**src/rtl/oven_ctrl.sv**
```systemverilog
// Oven controller: tick generator, setpoint/bake-time entry, heating model, preheat/bake FSM, BCD display.
// Define OVEN_WALL_CLOCK_EN to show a free-running mm:ss wall clock while the oven is OFF.
module oven_ctrl #(
  parameter int unsigned TICK_DIV  = 50000000,
  parameter int unsigned TEMP_MIN  = 150,
  parameter int unsigned TEMP_MAX  = 550,
  parameter int unsigned TEMP_INIT = 350,
  parameter int unsigned TEMP_STEP = 5,
  parameter int unsigned TEMP_AMB  = 70,
  parameter int unsigned RAMP      = 5,
  parameter int unsigned HYST      = 5,
  parameter int unsigned TIME_STEP = 15,
  parameter int unsigned TIME_MAX  = 5985
) (
  input  logic       clk,
  input  logic       rst_n,
  input  logic       power,
  input  logic       up_n,
  input  logic       down_n,
  input  logic       start,
  input  logic       time_sel,
  output logic       heat,
  output logic       done,
  output logic [2:0] state,
  output logic [3:0] d3,
  output logic [3:0] d2,
  output logic [3:0] d1,
  output logic [3:0] d0
);

  localparam int unsigned TICK_W   = (TICK_DIV > 1) ? $clog2(TICK_DIV) : 1;
  localparam int unsigned TEMP_W   = 10;
  localparam int unsigned TIME_W   = 13;
  localparam int unsigned TEMP_CAP = 999;
`ifdef OVEN_WALL_CLOCK_EN
  localparam logic [15:0] DISP_RST = 16'h0000;
`else
  localparam logic [15:0] DISP_RST = 16'hFFFF;
`endif

  typedef enum logic [2:0] {
    S_OFF     = 3'd0,
    S_IDLE    = 3'd1,
    S_PREHEAT = 3'd2,
    S_BAKE    = 3'd3,
    S_DONE    = 3'd4
  } state_e;

  state_e              state_q, state_d;
  logic                heat_d, done_d;
  logic [TICK_W-1:0]   tick_cnt;
  logic                tick;
  logic [2:0]          up_sr, dn_sr, st_sr;
  logic                up_edge, dn_edge, st_edge, adj_up, adj_dn;
  logic [TEMP_W-1:0]   target_q, temp_q, temp_nx;
  logic [TIME_W-1:0]   bake_q, rem_q, rem_d;
  logic [TEMP_W:0]     tgt_inc, temp_inc;
  logic [TIME_W:0]     bake_inc;
  logic [15:0]         disp_d;

  function automatic logic [15:0] temp_bcd(input logic [TEMP_W-1:0] t);
    return {4'hF, 4'(t / 10'd100), 4'((t / 10'd10) % 10'd10), 4'(t % 10'd10)};
  endfunction

  function automatic logic [15:0] time_bcd(input logic [TIME_W-1:0] s);
    logic [6:0] mm;
    logic [5:0] ss;
    mm = 7'(s / 13'd60);
    ss = 6'(s % 13'd60);
    return {4'(mm / 7'd10), 4'(mm % 7'd10), 4'(ss / 6'd10), 4'(ss % 6'd10)};
  endfunction

  // Stage 0/1 synchronise, stage 2 holds the previous synchronised level for edge detection.
  always_ff @(posedge clk or negedge rst_n) begin
    if (!rst_n) begin
      up_sr <= 3'b111;
      dn_sr <= 3'b111;
      st_sr <= 3'b000;
    end else begin
      up_sr <= {up_sr[1:0], up_n};
      dn_sr <= {dn_sr[1:0], down_n};
      st_sr <= {st_sr[1:0], start};
    end
  end

  assign up_edge = ~up_sr[1] & up_sr[2];
  assign dn_edge = ~dn_sr[1] & dn_sr[2];
  assign st_edge = st_sr[1] & ~st_sr[2];
  assign adj_up  = up_edge & ~dn_edge & (state_q == S_IDLE);
  assign adj_dn  = dn_edge & ~up_edge & (state_q == S_IDLE);

  assign tick = (tick_cnt == TICK_W'(TICK_DIV - 1));

  always_ff @(posedge clk or negedge rst_n) begin
    if (!rst_n) tick_cnt <= '0;
    else        tick_cnt <= tick ? '0 : tick_cnt + TICK_W'(1);
  end

  assign tgt_inc  = {1'b0, target_q} + 11'(TEMP_STEP);
  assign bake_inc = {1'b0, bake_q} + 14'(TIME_STEP);

  // Saturating setpoint and bake-time entry.
  always_ff @(posedge clk or negedge rst_n) begin
    if (!rst_n) begin
      target_q <= TEMP_W'(TEMP_INIT);
      bake_q   <= '0;
    end else if (!time_sel) begin
      if (adj_up)
        target_q <= (tgt_inc > 11'(TEMP_MAX)) ? TEMP_W'(TEMP_MAX) : tgt_inc[TEMP_W-1:0];
      else if (adj_dn)
        target_q <= ({1'b0, target_q} < 11'(TEMP_MIN + TEMP_STEP)) ? TEMP_W'(TEMP_MIN)
                                                                    : target_q - TEMP_W'(TEMP_STEP);
    end else begin
      if (adj_up)
        bake_q <= (bake_inc > 14'(TIME_MAX)) ? TIME_W'(TIME_MAX) : bake_inc[TIME_W-1:0];
      else if (adj_dn)
        bake_q <= (bake_q < TIME_W'(TIME_STEP)) ? '0 : bake_q - TIME_W'(TIME_STEP);
    end
  end

  assign temp_inc = {1'b0, temp_q} + 11'(RAMP);

  always_comb begin
    temp_nx = TEMP_W'(TEMP_AMB);
    if (heat)
      temp_nx = (temp_inc > 11'(TEMP_CAP)) ? TEMP_W'(TEMP_CAP) : temp_inc[TEMP_W-1:0];
    else if (temp_q > TEMP_W'(TEMP_AMB))
      temp_nx = temp_q - TEMP_W'(1);
  end

  always_ff @(posedge clk or negedge rst_n) begin
    if (!rst_n)    temp_q <= TEMP_W'(TEMP_AMB);
    else if (tick) temp_q <= temp_nx;
  end

  always_ff @(posedge clk or negedge rst_n) begin
    if (!rst_n) begin
      state_q <= S_OFF;
      heat    <= 1'b0;
      done    <= 1'b0;
      rem_q   <= '0;
    end else begin
      state_q <= state_d;
      heat    <= heat_d;
      done    <= done_d;
      rem_q   <= rem_d;
    end
  end

  // Next state and remaining time; registered outputs follow the next state.
  always_comb begin
    state_d = state_q;
    rem_d   = rem_q;
    heat_d  = 1'b0;
    done_d  = 1'b0;
    if (!power) begin
      state_d = S_OFF;
      rem_d   = '0;
    end else begin
      case (state_q)
        S_OFF:  state_d = S_IDLE;
        S_IDLE: begin
          if (st_edge && (bake_q != '0)) begin
            rem_d   = bake_q;
            state_d = S_PREHEAT;
          end
        end
        S_PREHEAT: begin
          if (st_edge)                 state_d = S_IDLE;
          else if (temp_q >= target_q) state_d = S_BAKE;
        end
        S_BAKE: begin
          if (st_edge) begin
            state_d = S_IDLE;
          end else if (tick) begin
            if (rem_q <= TIME_W'(1)) begin
              rem_d   = '0;
              state_d = S_DONE;
            end else begin
              rem_d = rem_q - TIME_W'(1);
            end
          end
        end
        S_DONE:  if (st_edge) state_d = S_IDLE;
        default: state_d = S_OFF;
      endcase
    end
    case (state_d)
      S_PREHEAT: heat_d = 1'b1;
      S_BAKE: begin
        if (({1'b0, temp_q} + 11'(HYST)) < {1'b0, target_q}) heat_d = 1'b1;
        else if (temp_q >= target_q)                       heat_d = 1'b0;
        else                                               heat_d = heat;
      end
      S_DONE:  done_d = 1'b1;
      default: ;
    endcase
  end

  assign state = state_q;

`ifdef OVEN_WALL_CLOCK_EN
  logic [11:0] wall_q;

  always_ff @(posedge clk or negedge rst_n) begin
    if (!rst_n)    wall_q <= '0;
    else if (tick) wall_q <= (wall_q == 12'd3599) ? '0 : wall_q + 12'd1;
  end
`endif

  always_comb begin
    disp_d = 16'hFFFF;
    case (state_q)
`ifdef OVEN_WALL_CLOCK_EN
      S_OFF:     disp_d = time_bcd(TIME_W'(wall_q));
`else
      S_OFF:     disp_d = 16'hFFFF;
`endif
      S_IDLE:    disp_d = time_sel ? time_bcd(bake_q) : temp_bcd(target_q);
      S_PREHEAT: disp_d = temp_bcd(temp_q);
      S_BAKE:    disp_d = time_bcd(rem_q);
      S_DONE:    disp_d = 16'h0000;
      default:   disp_d = 16'hFFFF;
    endcase
  end

  always_ff @(posedge clk or negedge rst_n) begin
    if (!rst_n) {d3, d2, d1, d0} <= DISP_RST;
    else        {d3, d2, d1, d0} <= disp_d;
  end

endmodule
```
**config.mk**
```make
export PLATFORM = sky130hd
export DESIGN_NAME = oven_ctrl
export DESIGN_NICKNAME = d
export VERILOG_FILES = /design/src/rtl/oven_ctrl.sv
export SDC_FILE = /design/constraint.sdc
export NUM_CORES = 1
export LEC_CHECK = 0
export ABC_CLOCK_PERIOD_IN_PS = 6800
export CAP_MARGIN = 20
export CORE_ASPECT_RATIO = 0.5
export CORE_UTILIZATION = 54
export CTS_CLUSTER_SIZE = 16
export DETAILED_ROUTE_END_ITERATION = 7
export GPL_TIMING_DRIVEN = 0
export PLACE_DENSITY = 0.71
export SLEW_MARGIN = 15
export SYNTH_ARGS = -nofsm -noshare
export SYNTH_HDL_FRONTEND = slang
export SYNTH_SLANG_ARGS = --single-unit
```
**constraint.sdc**
```tcl
create_clock -name clk -period 6.8 [get_ports clk]
set_input_delay 2.04 -clock clk [delete_from_list [all_inputs] [get_ports clk]]
set_output_delay 2.04 -clock clk [all_outputs]
set_load 0.03 [all_outputs]
```
==> PnR_summary.wiki <==
{| class="wikitable"
! Metric !! Value
|-
| Total power per unit cell area || 491.6 mW/mm^2
|-
| Clock latency of the later-clocked register in the worst-skew pair || around 0.4 ns
|-
| Leakage power total || 5.835 nW
|-
| Tot GR Track Use || 31.99%
|-
| Combined area of all synthesized cells || 0.01398 sq mm
|-
| Vias per Instance || between 6 and 7
|-
| Status || complete, no violations
|-
| Sequential cell area in the final layout || roughly 0.0026 sq mm
|-
| Met1 track utilization from global routing || between 40 and 50%
|-
| Number of flip-flops and latches in the synthesized netlist || 102
|-
| Clock slew at the register clock pins of the worst setup and hold paths || 0.08 ns
|-
| Layout net count || 2070
|-
| Primary flip-flop cell chosen by synthesis mapping || sky130_fd_sc_hd__dfrtp_1
|-
| Layout cell share with drive strength beyond 1 || 8.479%
|-
| Asr flop ratio synth || 100.0%
|-
| Layout area overhead || 7.484%
|-
| Top cell type's share of synthesized area || 12.71%
|-
| Final HPWL DP || 32.28 mm
|-
| Number of remaining DRC errors || 0
|-
| Vias after detailed routing || 15212
|-
| GRT Max-Usage Layer || met2
|-
| Sinks on Clock Net || 102
|-
| First DRT Iteration DRCs || 1587
|-
| Buffer levels on the longest clock path || 2
|-
| Routed length per placed instance || 18.16 um
|-
| Max-slew violation count || 0
|-
| Die span in y || 115.8 um
|-
| Die ar. || 0.02657 sq mm
|-
| Req. time, crit path || about 7.1 ns
|-
| RSZ-0062 raised after global routing || false
|-
| Count of final hold-check violations || 0
|-
| Period Utilization, post-route || 91.73%
|-
| Antenna violations before repair || 1
|-
| Area of combinational cells with multiple inputs || 0.01055 sq mm
|-
| Total wire length after detailed routing || between 40 and 50 mm
|-
| Clock root buffer || sky130_fd_sc_hd__clkbuf_16
|-
| Headroom to the max-slew limit || about a quarter
|-
| Total grt overflow || 0
|-
| Worst-case clock skew || 0.006369 ns
|-
| Max Cap Viol || 0
|-
| DRT antenna net count || 0
|-
| Launching element type of the critical path || register
|-
| Critical path peak fanout || 10
|-
| Count of final setup violators || 0
|-
| Number of nets in the synthesized netlist || 2030
|-
| Classification of the worst setup path || reg2reg
|-
| Arrival time worst endpoint || 6.53 ns
|-
| Number of inserted filler cells in the final layout || 2449
|-
| Clock tree from TritonCTS || built
|-
| Ranking of synthesized cells by area || sky130_fd_sc_hd__dfrtp_1, sky130_fd_sc_hd__o21ai_0, sky130_fd_sc_hd__nor2_1
|-
| Worst IR drop on VDD || 282.2 uV
|-
| Postcts setup bufs || 0
|-
| Total Neg Setup Slack || 0 ns
|-
| Yosys top cell by area || sky130_fd_sc_hd__dfrtp_1
|-
| Met3 layer usage reported by global route || 5.930%
|-
| Part of the Yosys area used for sequential elements || 18.54%
|-
| Weighted congestion reported at the end of routability-driven placement || between 0.9 and 1
|-
| Via count of the first global-routing pass || 13464
|-
| First-pass GRT wire length || around 69 mm
|-
| Number of hold-repair buffers added at the cts stage || 0
|-
| Type of destination of the critical path || register
|-
| Gate count of the mapped netlist || 1960
|-
| Worst slew pin tran || 1.109 ns
|-
| Minimum period implied by the final worst setup slack || just over 6 ns
|-
| Synth Area per Inst || 7.131 sq um
|-
| Synthesis warning total || 0
|-
| Worst min-delay path category || reg2reg
|-
| Global routing met2 resource utilization || 48.98%
|-
| Number of CTS-inserted buffers || 9
|-
| Core Region || 0.02529 sq mm
|-
| Htree depth || 3
|-
| Layout Cells excl Fill || 2349
|-
| Die width || roughly 230 um
|-
| Number of synthesized flops with an enable pin || 0
|-
| Ports || 28
|-
| Synth cell types || 126
|-
| Dpl cells || 2332
|-
| 1st-pass router iterations || 7
|-
| Effective utilization at floorplan || 55.26%
|-
| Max Freq || roughly 0.16 GHz
|-
| Maximum number of pins on one net before global-route repair || 79
|-
| Number of buffers added on ports || 27
|-
| Ant diodes || 0
|-
| Site row count || 41
|}
-- final cells by class --
| cell class | count | share of cell area [%] |
|---|---|---|
| buffer | 120 | 3.590 |
| clock buffer | 9 | 1.499 |
| clock inverter | 7 | 0.5331 |
| inverter | 80 | 1.999 |
| multi-input combinational | 1658 | 70.24 |
| sequential | 102 | 17.25 |
| tap | 344 | 2.865 |
| timing repair buffer | 29 | 2.024 |
-- path summary, 6_finish.rpt --
kind	startpoint	endpoint	slack, ns	cells past startpoint
worst max-delay path	target_q[4]$_DFFE_PN1P_	d1[3]$_DFF_PN1_	0.56	22
worst min register to register	dn_sr[0]$_DFF_PN1_	dn_sr[1]$_DFF_PN1_	0.36	0
min in group asynchronous	rst_n	tick_cnt[17]$_DFF_PN0_	1.50	1
worst max register to register	target_q[4]$_DFFE_PN1P_	d1[3]$_DFF_PN1_	0.56	22
max in group asynchronous	rst_n	d1[3]$_DFF_PN1_	4.56	2
worst min-delay path	dn_sr[0]$_DFF_PN1_	dn_sr[1]$_DFF_PN1_	0.36	0
-- flip-flops by register name, indices dropped and copies added (netlist names) --
name	flops
tick_cnt	26
bake_q	13
rem_q	13
target_q	10
temp_q	10
d0	4
d1	4
d2	4
d3	4
dn_sr	3
st_sr	3
state	3
up_sr	3
done	1
heat	1
-- synth_stat cells, types with 22 or more instances --
| library cell | instances |
|---|---|
| sky130_fd_sc_hd__nor2_1 | 232 |
| sky130_fd_sc_hd__nand2_1 | 213 |
| sky130_fd_sc_hd__o21ai_0 | 178 |
| sky130_fd_sc_hd__a21oi_1 | 146 |
| sky130_fd_sc_hd__clkbuf_1 | 73 |
| sky130_fd_sc_hd__inv_1 | 72 |
| sky130_fd_sc_hd__dfrtp_1 | 71 |
| sky130_fd_sc_hd__ha_1 | 63 |
| sky130_fd_sc_hd__nand3_1 | 59 |
| sky130_fd_sc_hd__nor3_1 | 55 |
| sky130_fd_sc_hd__xnor2_1 | 40 |
| sky130_fd_sc_hd__a211oi_1 | 31 |
| sky130_fd_sc_hd__dfstp_2 | 31 |
| sky130_fd_sc_hd__a31oi_1 | 27 |
| sky130_fd_sc_hd__nor2b_1 | 27 |
| sky130_fd_sc_hd__xor2_1 | 27 |
| sky130_fd_sc_hd__and2_1 | 26 |
| sky130_fd_sc_hd__nor4_1 | 25 |
| sky130_fd_sc_hd__o211ai_1 | 22 |
| sky130_fd_sc_hd__or3_1 | 22 |
-- metal layers --
layer,share of wire (%),up-vias
met4,1.7,0
met1,47,7160
met3,9.2,67
met2,42,633
li1,-,7352
met5,0,-
-- placed cells by master (no fill, tap or decap), drive strengths merged, types with 16 or more instances in the layout --
| cell | instances |
|---|---|
| nand3 | 59 |
| clkdlybuf4s50 | 26 |
| nor3 | 60 |
| ha | 63 |
| xor2 | 28 |
| o21ai | 192 |
| and2 | 29 |
| a21oi | 148 |
| a21o | 16 |
| dfstp | 31 |
| o211ai | 25 |
| a211oi | 35 |
| nor2b | 27 |
| and3 | 18 |
| nor2 | 234 |
| or3 | 23 |
| o31ai | 23 |
| inv | 77 |
| a221oi | 17 |
| mux2i | 21 |
| buf | 50 |
| nand2b | 23 |
| nand2 | 214 |
| dfrtp | 71 |
| nor4 | 26 |
| a31oi | 27 |
| clkbuf | 82 |
| o21a | 16 |
| xnor2 | 44 |
-- kinds of logic after synthesis --
| logic type | share of synthesized area (%) |
|---|---|
| xor gates and xnor gates | 4.861 |
| buffers and inverters | 6.007 |
| muxes | 2.847 |
| DFF | 18.54 |
| AOI/OAI and AO/OA | 34.41 |
| adders and majority gates | 6.374 |
| and+or+nand+nor | 26.96 |
-- critical path: stages (launching register included) --
cell,delay (ns)
sky130_fd_sc_hd__dfstp_2,0.59
sky130_fd_sc_hd__clkbuf_1,0.45
sky130_fd_sc_hd__o21ai_0,0.18
sky130_fd_sc_hd__a222oi_1,0.99
sky130_fd_sc_hd__nor2_1,0.17
sky130_fd_sc_hd__a2111oi_0,0.32
sky130_fd_sc_hd__a21oi_1,0.15
sky130_fd_sc_hd__o21ai_1,0.30
sky130_fd_sc_hd__nand2_1,0.21
sky130_fd_sc_hd__xnor2_1,0.22
sky130_fd_sc_hd__inv_1,0.13
sky130_fd_sc_hd__ha_1,0.24
sky130_fd_sc_hd__a21oi_1,0.05
sky130_fd_sc_hd__and4_1,0.20
sky130_fd_sc_hd__o32a_1,0.34
sky130_fd_sc_hd__nor3_1,0.47
sky130_fd_sc_hd__nand2_1,0.09
sky130_fd_sc_hd__nand2_1,0.11
sky130_fd_sc_hd__nand2_1,0.06
sky130_fd_sc_hd__ha_1,0.20
sky130_fd_sc_hd__a311o_1,0.28
sky130_fd_sc_hd__a41oi_1,0.26
sky130_fd_sc_hd__o31ai_1,0.11
-- report_power, final --
group / total [mW] / internal (mW) / switching (mW)
sequential: 0.877 / 0.763 / 0.115
clock: 0.568 / 0.290 / 0.278
combinational: 5.94 / 2.22 / 3.72
total: 7.38 / 3.27 / 4.11
-- through the flow --
stage / hold WS (ns) / setup slack [ns] / util [%] / power (mW) / cell area, sq um
floorplan: 0.3312 / 1.669 / - / 5.404 / 13980
detailed placement: 0.3495 / 0.4413 / 58.15 / 6.642 / 14710
global route: 0.3658 / 0.1546 / 59.40 / 8.013 / 15020
CTS: 0.3605 / 0.4041 / 59.35 / 7.247 / 15010
finish: 0.3587 / 0.5626 / 59.40 / 7.384 / 15020
global placement: 0.3321 / -0.4374 / 58.03 / 6.587 / 14680
-- what timing repair did --
item                                    CTS  global route
hold endpoints to repair                  0             0
gates resized for setup                   0             1
endpoints found under the setup margin    0             2
No activity file was read; power rests on OpenSTA's default activity.
